--- src/rtl/ccff_cfg_pkg.sv ---
// ccff_cfg_pkg: shared state encoding, CRC-8 constants and word-count helper for the ccff chain loader
package ccff_cfg_pkg;
    typedef enum logic [1:0] {IDLE, LOAD, VERIFY, FINISH} state_t;
    localparam logic [7:0] CRC8_POLY = 8'h07;
    localparam logic [7:0] CRC8_INIT = 8'h00;
    function automatic int words_for(input int len, input int w);
        return (len + w - 1) / w;
    endfunction
endpackage

--- src/rtl/ccff_crc8_serial.sv ---
// ccff_crc8_serial: one-bit-per-cycle MSB-first CRC-8 with synchronous clear and enable
module ccff_crc8_serial
    import ccff_cfg_pkg::*;
(
    input  logic       clk,
    input  logic       clr,
    input  logic       en,
    input  logic       din,
    output logic [7:0] crc,
    output logic [7:0] crc_nxt
);
    assign crc_nxt = {crc[6:0], 1'b0} ^ ((crc[7] ^ din) ? CRC8_POLY : 8'h00);
    always_ff @(posedge clk)
        if (clr) crc <= CRC8_INIT;
        else if (en) crc <= crc_nxt;
endmodule

--- src/rtl/ccff_chain_loader.sv ---
// ccff_chain_loader: streams config words MSB-first into a ccff chain; CCFF_LOADER_READBACK_EN adds CRC readback
module ccff_chain_loader
    import ccff_cfg_pkg::*;
#(
    parameter int CHAIN_LEN = 26,
    parameter int WORD_W    = 8,
    parameter int CNT_W     = $clog2(CHAIN_LEN + 1)
) (
    input  logic              prog_clk,
    input  logic              pReset,
    input  logic              start,
    input  logic              abort,
    input  logic [WORD_W-1:0] cfg_data,
    input  logic              cfg_valid,
    output logic              cfg_ready,
    output logic              ccff_head,
    input  logic              ccff_tail,
    output logic              shift_en,
    output logic              busy,
    output logic              done,
    output logic              crc_err
);
    localparam int WORDS = words_for(CHAIN_LEN, WORD_W);
    localparam int WC_W  = $clog2(WORDS + 1);
    localparam int REM_W = $clog2(WORD_W + 1);
    localparam int LAST  = CHAIN_LEN - (WORDS - 1) * WORD_W;
`ifdef CCFF_LOADER_READBACK_EN
    localparam state_t AFTER_LOAD = VERIFY;
`else
    localparam state_t AFTER_LOAD = FINISH;
`endif
    state_t            state;
    logic [CNT_W-1:0]  cnt;
    logic [WC_W-1:0]   wcnt;
    logic [REM_W-1:0]  rem;
    logic [WORD_W-1:0] sr;
    logic              load, shift, accept, last_shift;
    assign load       = state == LOAD;
    assign busy       = load || state == VERIFY;
    assign done       = state == FINISH;
    assign cfg_ready  = load && rem <= REM_W'(1) && wcnt != WC_W'(WORDS);
    assign accept     = cfg_valid && cfg_ready;
    assign shift      = load && rem != '0;
    assign last_shift = shift && cnt == CNT_W'(CHAIN_LEN - 1);
`ifdef CCFF_LOADER_READBACK_EN
    logic [7:0] crc_w, crc_w_unused, crc_r_unused, crc_r_nxt;
    logic       verify, crc_clr;
    assign verify    = state == VERIFY;
    assign crc_clr   = !pReset || (state == IDLE && start);
    assign shift_en  = shift || verify;
    // recirculating the tail during VERIFY restores the loaded image
    assign ccff_head = load ? sr[WORD_W-1] : verify && ccff_tail;
    ccff_crc8_serial u_crc_w (
        .clk(prog_clk), .clr(crc_clr), .en(shift), .din(sr[WORD_W-1]),
        .crc(crc_w), .crc_nxt(crc_w_unused)
    );
    ccff_crc8_serial u_crc_r (
        .clk(prog_clk), .clr(crc_clr), .en(verify), .din(ccff_tail),
        .crc(crc_r_unused), .crc_nxt(crc_r_nxt)
    );
    always_ff @(posedge prog_clk)
        if (crc_clr) crc_err <= 1'b0;
        else if (verify && !abort && cnt == CNT_W'(CHAIN_LEN - 1)) crc_err <= crc_w != crc_r_nxt;
`else
    logic unused_tail;
    assign unused_tail = ccff_tail;
    assign shift_en    = shift;
    assign ccff_head   = load && sr[WORD_W-1];
    assign crc_err     = 1'b0;
`endif
    always_ff @(posedge prog_clk) begin
        if (!pReset) begin
            state <= IDLE;
            cnt   <= '0;
            wcnt  <= '0;
            rem   <= '0;
            sr    <= '0;
        end else begin
            // the final word only contributes its upper LAST bits
            if (accept) begin
                sr   <= cfg_data;
                rem  <= (wcnt == WC_W'(WORDS - 1)) ? REM_W'(LAST) : REM_W'(WORD_W);
                wcnt <= wcnt + 1'b1;
            end else if (shift) begin
                sr  <= sr << 1;
                rem <= rem - 1'b1;
            end
            unique case (state)
                IDLE: if (start) begin
                    state <= LOAD;
                    cnt   <= '0;
                    wcnt  <= '0;
                    rem   <= '0;
                end
                LOAD: begin
                    cnt <= cnt + CNT_W'(shift);
                    if (abort) begin
                        state <= IDLE;
                        rem   <= '0;
                    end else if (last_shift) begin
                        state <= AFTER_LOAD;
                        cnt   <= '0;
                    end
                end
                VERIFY: begin
                    cnt <= cnt + 1'b1;
                    if (abort) state <= IDLE;
                    else if (cnt == CNT_W'(CHAIN_LEN - 1)) state <= FINISH;
                end
                default: state <= IDLE;
            endcase
        end
    end
endmodule

--- config.mk ---
export PLATFORM = sky130hd
export DESIGN_NAME = ccff_chain_loader
export DESIGN_NICKNAME = d
export VERILOG_FILES = /design/src/rtl/ccff_cfg_pkg.sv /design/src/rtl/ccff_crc8_serial.sv /design/src/rtl/ccff_chain_loader.sv
export SDC_FILE = /design/constraint.sdc
export NUM_CORES = 1
export LEC_CHECK = 0
export ABC_AREA = 1
export ABC_CLOCK_PERIOD_IN_PS = 1800
export CORE_MARGIN = 5
export CORE_UTILIZATION = 48
export CTS_BUF_LIST = sky130_fd_sc_hd__clkbuf_16
export DETAILED_ROUTE_END_ITERATION = 10
export DONT_BUFFER_PORTS = 1
export PLACE_DENSITY_LB_ADDON = 0.12
export SLEW_MARGIN = 20
export SYNTH_ARGS = -nofsm -noshare
export SYNTH_HDL_FRONTEND = slang
export SYNTH_SLANG_ARGS = --single-unit
--- constraint.sdc ---
create_clock -name prog_clk -period 1.8 [get_ports prog_clk]
set_input_delay 0.18 -clock prog_clk [delete_from_list [all_inputs] [get_ports prog_clk]]
set_output_delay 0.18 -clock prog_clk [all_outputs]
set_load 0.02 [all_outputs]
# Word level (Yosys, flattened, before mapping)
# Index checks and enable logic that the tools add are counted.
[op_classes]
add_sub_neg = 4
n_lt_le_gt_ge = 1
n_eq_ne = 9
n_mux = 21
n_reduce_logical = 13
[op_table]
columns = ["operator", "n"]
rows = [
  ["4-bit 2-to-1 mux", 5],
  ["8-bit 2-to-1 mux", 2],
  ["5-bit 2-to-1 mux", 3],
  ["5-bit case mux with 3 select lines", 1],
  ["2-bit 2-to-1 mux", 5],
  ["3-bit 2-to-1 mux", 3],
  ["4-bit case mux with 2 select lines", 1],
  ["1-bit logical AND", 6],
  ["3-bit by 2-bit != test with 1-bit output (second input constant)", 2],
  ["2-bit case mux with 3 select lines", 1],
  ["5-bit by 1-bit adder with 5-bit output", 1],
  ["5-bit by 1-bit adder with 5-bit output (second input constant)", 1],
  ["5-bit == test (second input constant)", 1],
  ["2-bit == test (second input constant)", 2],
  ["4-bit by 1-bit <= comparator with 1-bit output (second input constant)", 1],
  ["4-bit nonzero test", 1],
  ["4-bit by 1-bit subtractor with 4-bit output (second input constant)", 1],
  ["3-bit by 1-bit adder with 3-bit output (second input constant)", 1],
  ["3-bit by 2-bit == test with 1-bit output (second input constant)", 1],
  ["3-bit != test (second input constant)", 1],
  ["3-bit AND reduction", 1],
  ["3-bit nonzero test", 1],
  ["2-bit by 1-bit == test with 1-bit output (second input constant)", 1],
  ["2-bit logical NOT", 1],
  ["4 further kinds", 4],
]
[word_totals]
register_bits = 22
in_bits = 14

# Longest topological paths before layout
[logic_depth]
depth_word = 7
depth_mapped = 16

# Worst setup path before layout
# No wires, ideal clock.
[synth_path]
kind = "register -> register"
from = "register state[1]"
to = "register cnt[4]"
setup_ps = 72
arrival_time_ps = 1904
path_slack_ps = -176
stages_incl_launch_ff = 16
n_path_buf = 2
synth_period_minus_slack_ps = 1976
path_cell_list = "dfxtp_1 inv_1 ha_1 buf_4 nand2_1 inv_2 buf_6 ha_1 ha_1 nand4_1 nand2_1 nor2_1 nand2_1 nand2_1 nand2_1 a21oi_1"
[synth_between]
elab_chain_cells = 6
word_cells_on_any_way = 12
cone_classes = "1 x add/sub; 3 x eq/ne; 3 x mux; 5 x reduce/logical"
[synth_lines]
columns = ["element", "line_no", "text"]
rows = [
  ["start: declaration", "ccff_chain_loader.sv:32", "state_t state;"],
  ["start signal: assignment", "ccff_chain_loader.sv:73", "state <= IDLE;"],
  ["start signal: assignment", "ccff_chain_loader.sv:90", "state <= LOAD;"],
  ["start signal: assignment", "ccff_chain_loader.sv:98", "state <= IDLE;"],
  ["2-bit by 1-bit == test with 1-bit output (*)", "ccff_chain_loader.sv:38", "assign load = state == LOAD;"],
  ["1-bit logical AND (*)", "ccff_chain_loader.sv:43", "assign shift = load && rem != '0;"],
  ["net shift_en", "ccff_chain_loader.sv:18", "output logic shift_en,"],
  ["5-bit by 1-bit adder with 5-bit output or 1-bit logical AND (tied branches)", "ccff_chain_loader.sv:96, ccff_chain_loader.sv:44", ""],
  ["5-bit 2-to-1 mux", "ccff_chain_loader.sv:100", "end else if (last_shift) begin"],
  ["5-bit 2-to-1 mux (*)", "ccff_chain_loader.sv:97", "if (abort) begin"],
  ["5-bit case mux with 3 select lines (*)", "ccff_chain_loader.sv:88", "unique case (state)"],
  ["end signal: assignment", "ccff_chain_loader.sv:96", "cnt <= cnt + CNT_W'(shift);"],
  ["end signal: assignment", "ccff_chain_loader.sv:106", "cnt <= cnt + 1'b1;"],
  ["end: declaration", "ccff_chain_loader.sv:33", "logic [CNT_W-1:0] cnt;"],
]
# The timed path passes the listed nets; every way through them passes the cells marked *.
# A chain may end at the register's enable or synchronous reset.

# Worst setup path in the final report
[layout_path]
from = "register rem[0]"
to = "register cnt[4]"
[layout_between]
elab_chain_cells = 6
word_cells_on_any_way = 7
cone_classes = "1 x add/sub; 3 x mux; 3 x reduce/logical"
[layout_lines]
columns = ["element", "line_no", "text"]
rows = [
  ["start: declaration", "ccff_chain_loader.sv:35", "logic [REM_W-1:0] rem;"],
  ["start signal: assignment", "ccff_chain_loader.sv:82", "rem <= (wcnt == WC_W'(WORDS - 1)) ? REM_W'(LAST) : REM_W'(WORD_W);"],
  ["start signal: assignment", "ccff_chain_loader.sv:86", "rem <= rem - 1'b1;"],
  ["4-bit nonzero test (*)", "ccff_chain_loader.sv:43", ""],
  ["1-bit logical AND (*)", "ccff_chain_loader.sv:43", ""],
  ["5-bit by 1-bit adder with 5-bit output or 1-bit logical AND (tied branches)", "ccff_chain_loader.sv:96, ccff_chain_loader.sv:44", ""],
  ["5-bit 2-to-1 mux", "ccff_chain_loader.sv:100", ""],
  ["5-bit 2-to-1 mux (*)", "ccff_chain_loader.sv:97", ""],
  ["5-bit case mux with 3 select lines (*)", "ccff_chain_loader.sv:88", ""],
]
# Every way passes the cells marked *; elsewhere a longest branch is shown, timed or not.

==> reports/results.tsv <==
metric	value	unit
initial antenna violation count	0	
clk root buf	clkbuf_16	
Hold Vio Cnt, Final	0	
Iter 0 DRT Violations	96	
Antenna Nets Post-Route	0	
Worst R2R Path Depth	15	
minimum clock period	1.78	ns
Setup Skew	0.00325	ns
drt drc	0	
flop2flop setup slack	0.02	ns
Placer Congestion	0.909	
Crit-path slowest cell	dfxtp_2	
Seq/Total Area, Yosys	30.1	%
post-route total power	1.80	mW
GRT Util Overall	16.7	%
wire per inst	12.5	um
Area Overhead vs Synth	16.1	%
period utilization	98.6	%
Clock Latency Late Sink	0.26	ns
initial core utilization	49.2	%
row count	20	
drt first pass iters	4	
Synth Instances	217	
CTS tree	yes	
Netlist Area Pre-Place	1460	um2
via count	1346	
RR Startpoint	rem[0]	
FF-to-FF End	cnt[4]	
Die W	65.2	um
most used cell, CP	nand2_1	
worst endpoint required time	1.99	ns
Warnings, synthesis	0	
diode count	0	
vias in the first global route	1317	
Worst path max stage delay	0.34	ns
Setup WS post-layout	0.0243	ns
Reg clk slew, reported paths	0.06	ns
unrepaired setup endpoints after global routing	yes	
Yosys cell types	29	
CP Cell Sequence	inv_2, ha_4, nand2_2, nand2_2, inv_2, ha_4, ha_4, nand3_2, nand2_2, nand2_1, nor2_1, nand2_1, nand2_1, nand2_1, a21oi_2	
hold wc startpoint	pReset	
P per Cell Area	1060	nW/um2
Setup violations, final	0	
# clock sinks	22	
WS Path Type	flip-flop to flip-flop	
IO Count	20	
Crit. End Element	flip-flop	
status	finished clean	
Overflow after GRT	0	
hold-critical path depth	2	
pre-CTS setup slack	0.0303	ns
CP arrival	1.97	ns
Final #Nets	254	
Die H	65.2	um
Max IR drop VDD	0.374	mV
die area	4250	um2
synthesized net count	246	
max-cap violations	0	
Crit Path Max Fanout	4	
Port-buffer cells	0	
global-route wire length before repair	5.61	mm
final-report max-slew violation count	0	
Post-CTS Hold Buffers	0	
FMAX	0.563	GHz
Max clock buf depth	2	
Hold WC Path Type	primary input to flip-flop	
largest net degree at the start of global routing	25	
Hold Path End	sr[7]	
routed wire length	3.20	mm
core area	2980	um2
CTS Buf Count	3	
DP HPWL	2.24	mm
leakage power	0.743	nW
drt via density	5.24	
startpoint type of the worst setup path	flip-flop	
flops & latches, synth	22	
Mean Syn Cell Area	6.75	um2
layout cells sized above 1	18.8	%
CTS HTree Levels	1	
[flip-flops by register name, indices dropped and copies added (netlist names)]
name	cells
sr	8
wcnt	3
rem	4
cnt	5
state	2
[synth_stat cells]
library cell / number / area (um2)
or2_2: 2 / 12.5
nor2_1: 15 / 56.3
conb_1: 1 / 3.75
a21oi_2: 1 / 8.76
nand3_1: 9 / 45.0
o21ai_0: 7 / 35.0
o21bai_1: 1 / 7.51
nand4_1: 4 / 25.0
inv_1: 22 / 82.6
inv_2: 2 / 7.51
nor2_2: 1 / 6.26
a21oi_1: 16 / 80.1
or2_4: 1 / 8.76
buf_4: 2 / 15.0
xor2_1: 1 / 8.76
a211oi_2: 1 / 12.5
clkbuf_1: 1 / 3.75
nand2_2: 1 / 6.26
o21ai_2: 1 / 8.76
a31oi_1: 6 / 37.5
clkinv_1: 1 / 3.75
buf_2: 2 / 10.0
nand2_1: 73 / 274
nand2_4: 1 / 11.3
nor2_4: 1 / 11.3
buf_6: 3 / 33.8
dfxtp_1: 22 / 440
o21ai_1: 4 / 20.0
ha_1: 15 / 188
[stage by stage]
step / instance area, um2 / util (%) / hold WS, ns / TNS [ns] / instances
after floorplan: 1490 / - / 0.327 / -0.0175 / 217
after global placement: 1530 / 51.4 / 0.328 / 0 / 251
after detailed placement: 1530 / 51.4 / 0.325 / 0 / 251
after CTS: 1650 / 55.3 / 0.0517 / 0 / 255
after global routing: 1700 / 57.1 / 0.0597 / -0.151 / 257
final: 1700 / 57.1 / 0.0564 / 0 / 257
[how the worst max path moves through the flow]
stage / from / endpoint / slack, ns
floorplan: state[1] / cnt[1] / -0.01
global placement: rem[1] / cnt[4] / 0.07
detailed placement: rem[1] / cnt[4] / 0.03
CTS: rem[1] / cnt[4] / 0.01
global route: rem[0] / cnt[4] / -0.12
finish: rem[0] / cnt[4] / 0.02
[logic make-up (layout without fill, tap and decap cells)]
family | Yosys count | after routing | synth area share, %
other | 1 | 1 | 0.256
AND/OR/NAND/NOR | 108 | 108 | 31.2
AO/OA/AOI/OAI | 37 | 37 | 14.4
flip-flops | 22 | 22 | 30.1
adder cells (fa/ha/maj) | 15 | 15 | 12.8
buffers and inverters | 33 | 40 | 10.7
XOR/XNOR | 1 | 1 | 0.598
[worst max-delay path, delay by kind of cell, from the launching register on]
family | cells | cell delay, ns
adders and majority gates | 3 | 0.45
AOI/OAI and AO/OA | 1 | 0.14
DFF | 1 | 0.34
and+or+nand+nor | 9 | 0.65
buffers and inverters | 2 | 0.12
[final cells by class]
class	instances	area, um2
repair buffers	11	82.6
well taps	33	41.3
fillers	290	1280
multi-input cells	162	930
clock inverters	1	30.0
inverters	25	93.8
clock buffers	3	75.1
flip-flops and latches	22	447
[routing by layer]
metal | part of all wire [%] | global-route usage (%)
met2 | 46 | 26.8
met3 | 5.3 | 3.93
met1 | 46 | 20.5
met5 | 0 | 0
met4 | 3.0 | 9.33
[power breakdown]
| part | internal, mW | leakage, nW | total [mW] | switching (mW) |
|---|---|---|---|---|
| logic | 0.221 | 0.511 | 0.570 | 0.349 |
| registers | 0.553 | 0.181 | 0.595 | 0.0422 |
| clock network | 0.442 | 0.0511 | 0.636 | 0.194 |
[timing repair]
item | in CTS | in global routing
buffers inserted | 0 | 2
endpoints found under the setup margin | 1 | 3
pin swaps | 1 | 5
gates resized for setup | 1 | 10
[cell usage in the layout, fill, tap and decap left out, types with 2 or more instances in the layout]
cell,instances
a21oi_2,2
a31oi_1,6
nor2_1,15
ha_4,3
o21ai_1,4
buf_4,11
a21oi_1,15
dfxtp_1,17
nand4_1,4
o21ai_0,7
or2_2,2
inv_2,4
nand2_2,4
nand3_1,8
ha_1,12
dfxtp_2,5
clkbuf_16,3
nand2_1,70
inv_1,20
Power figures use the tool's default switching activity.
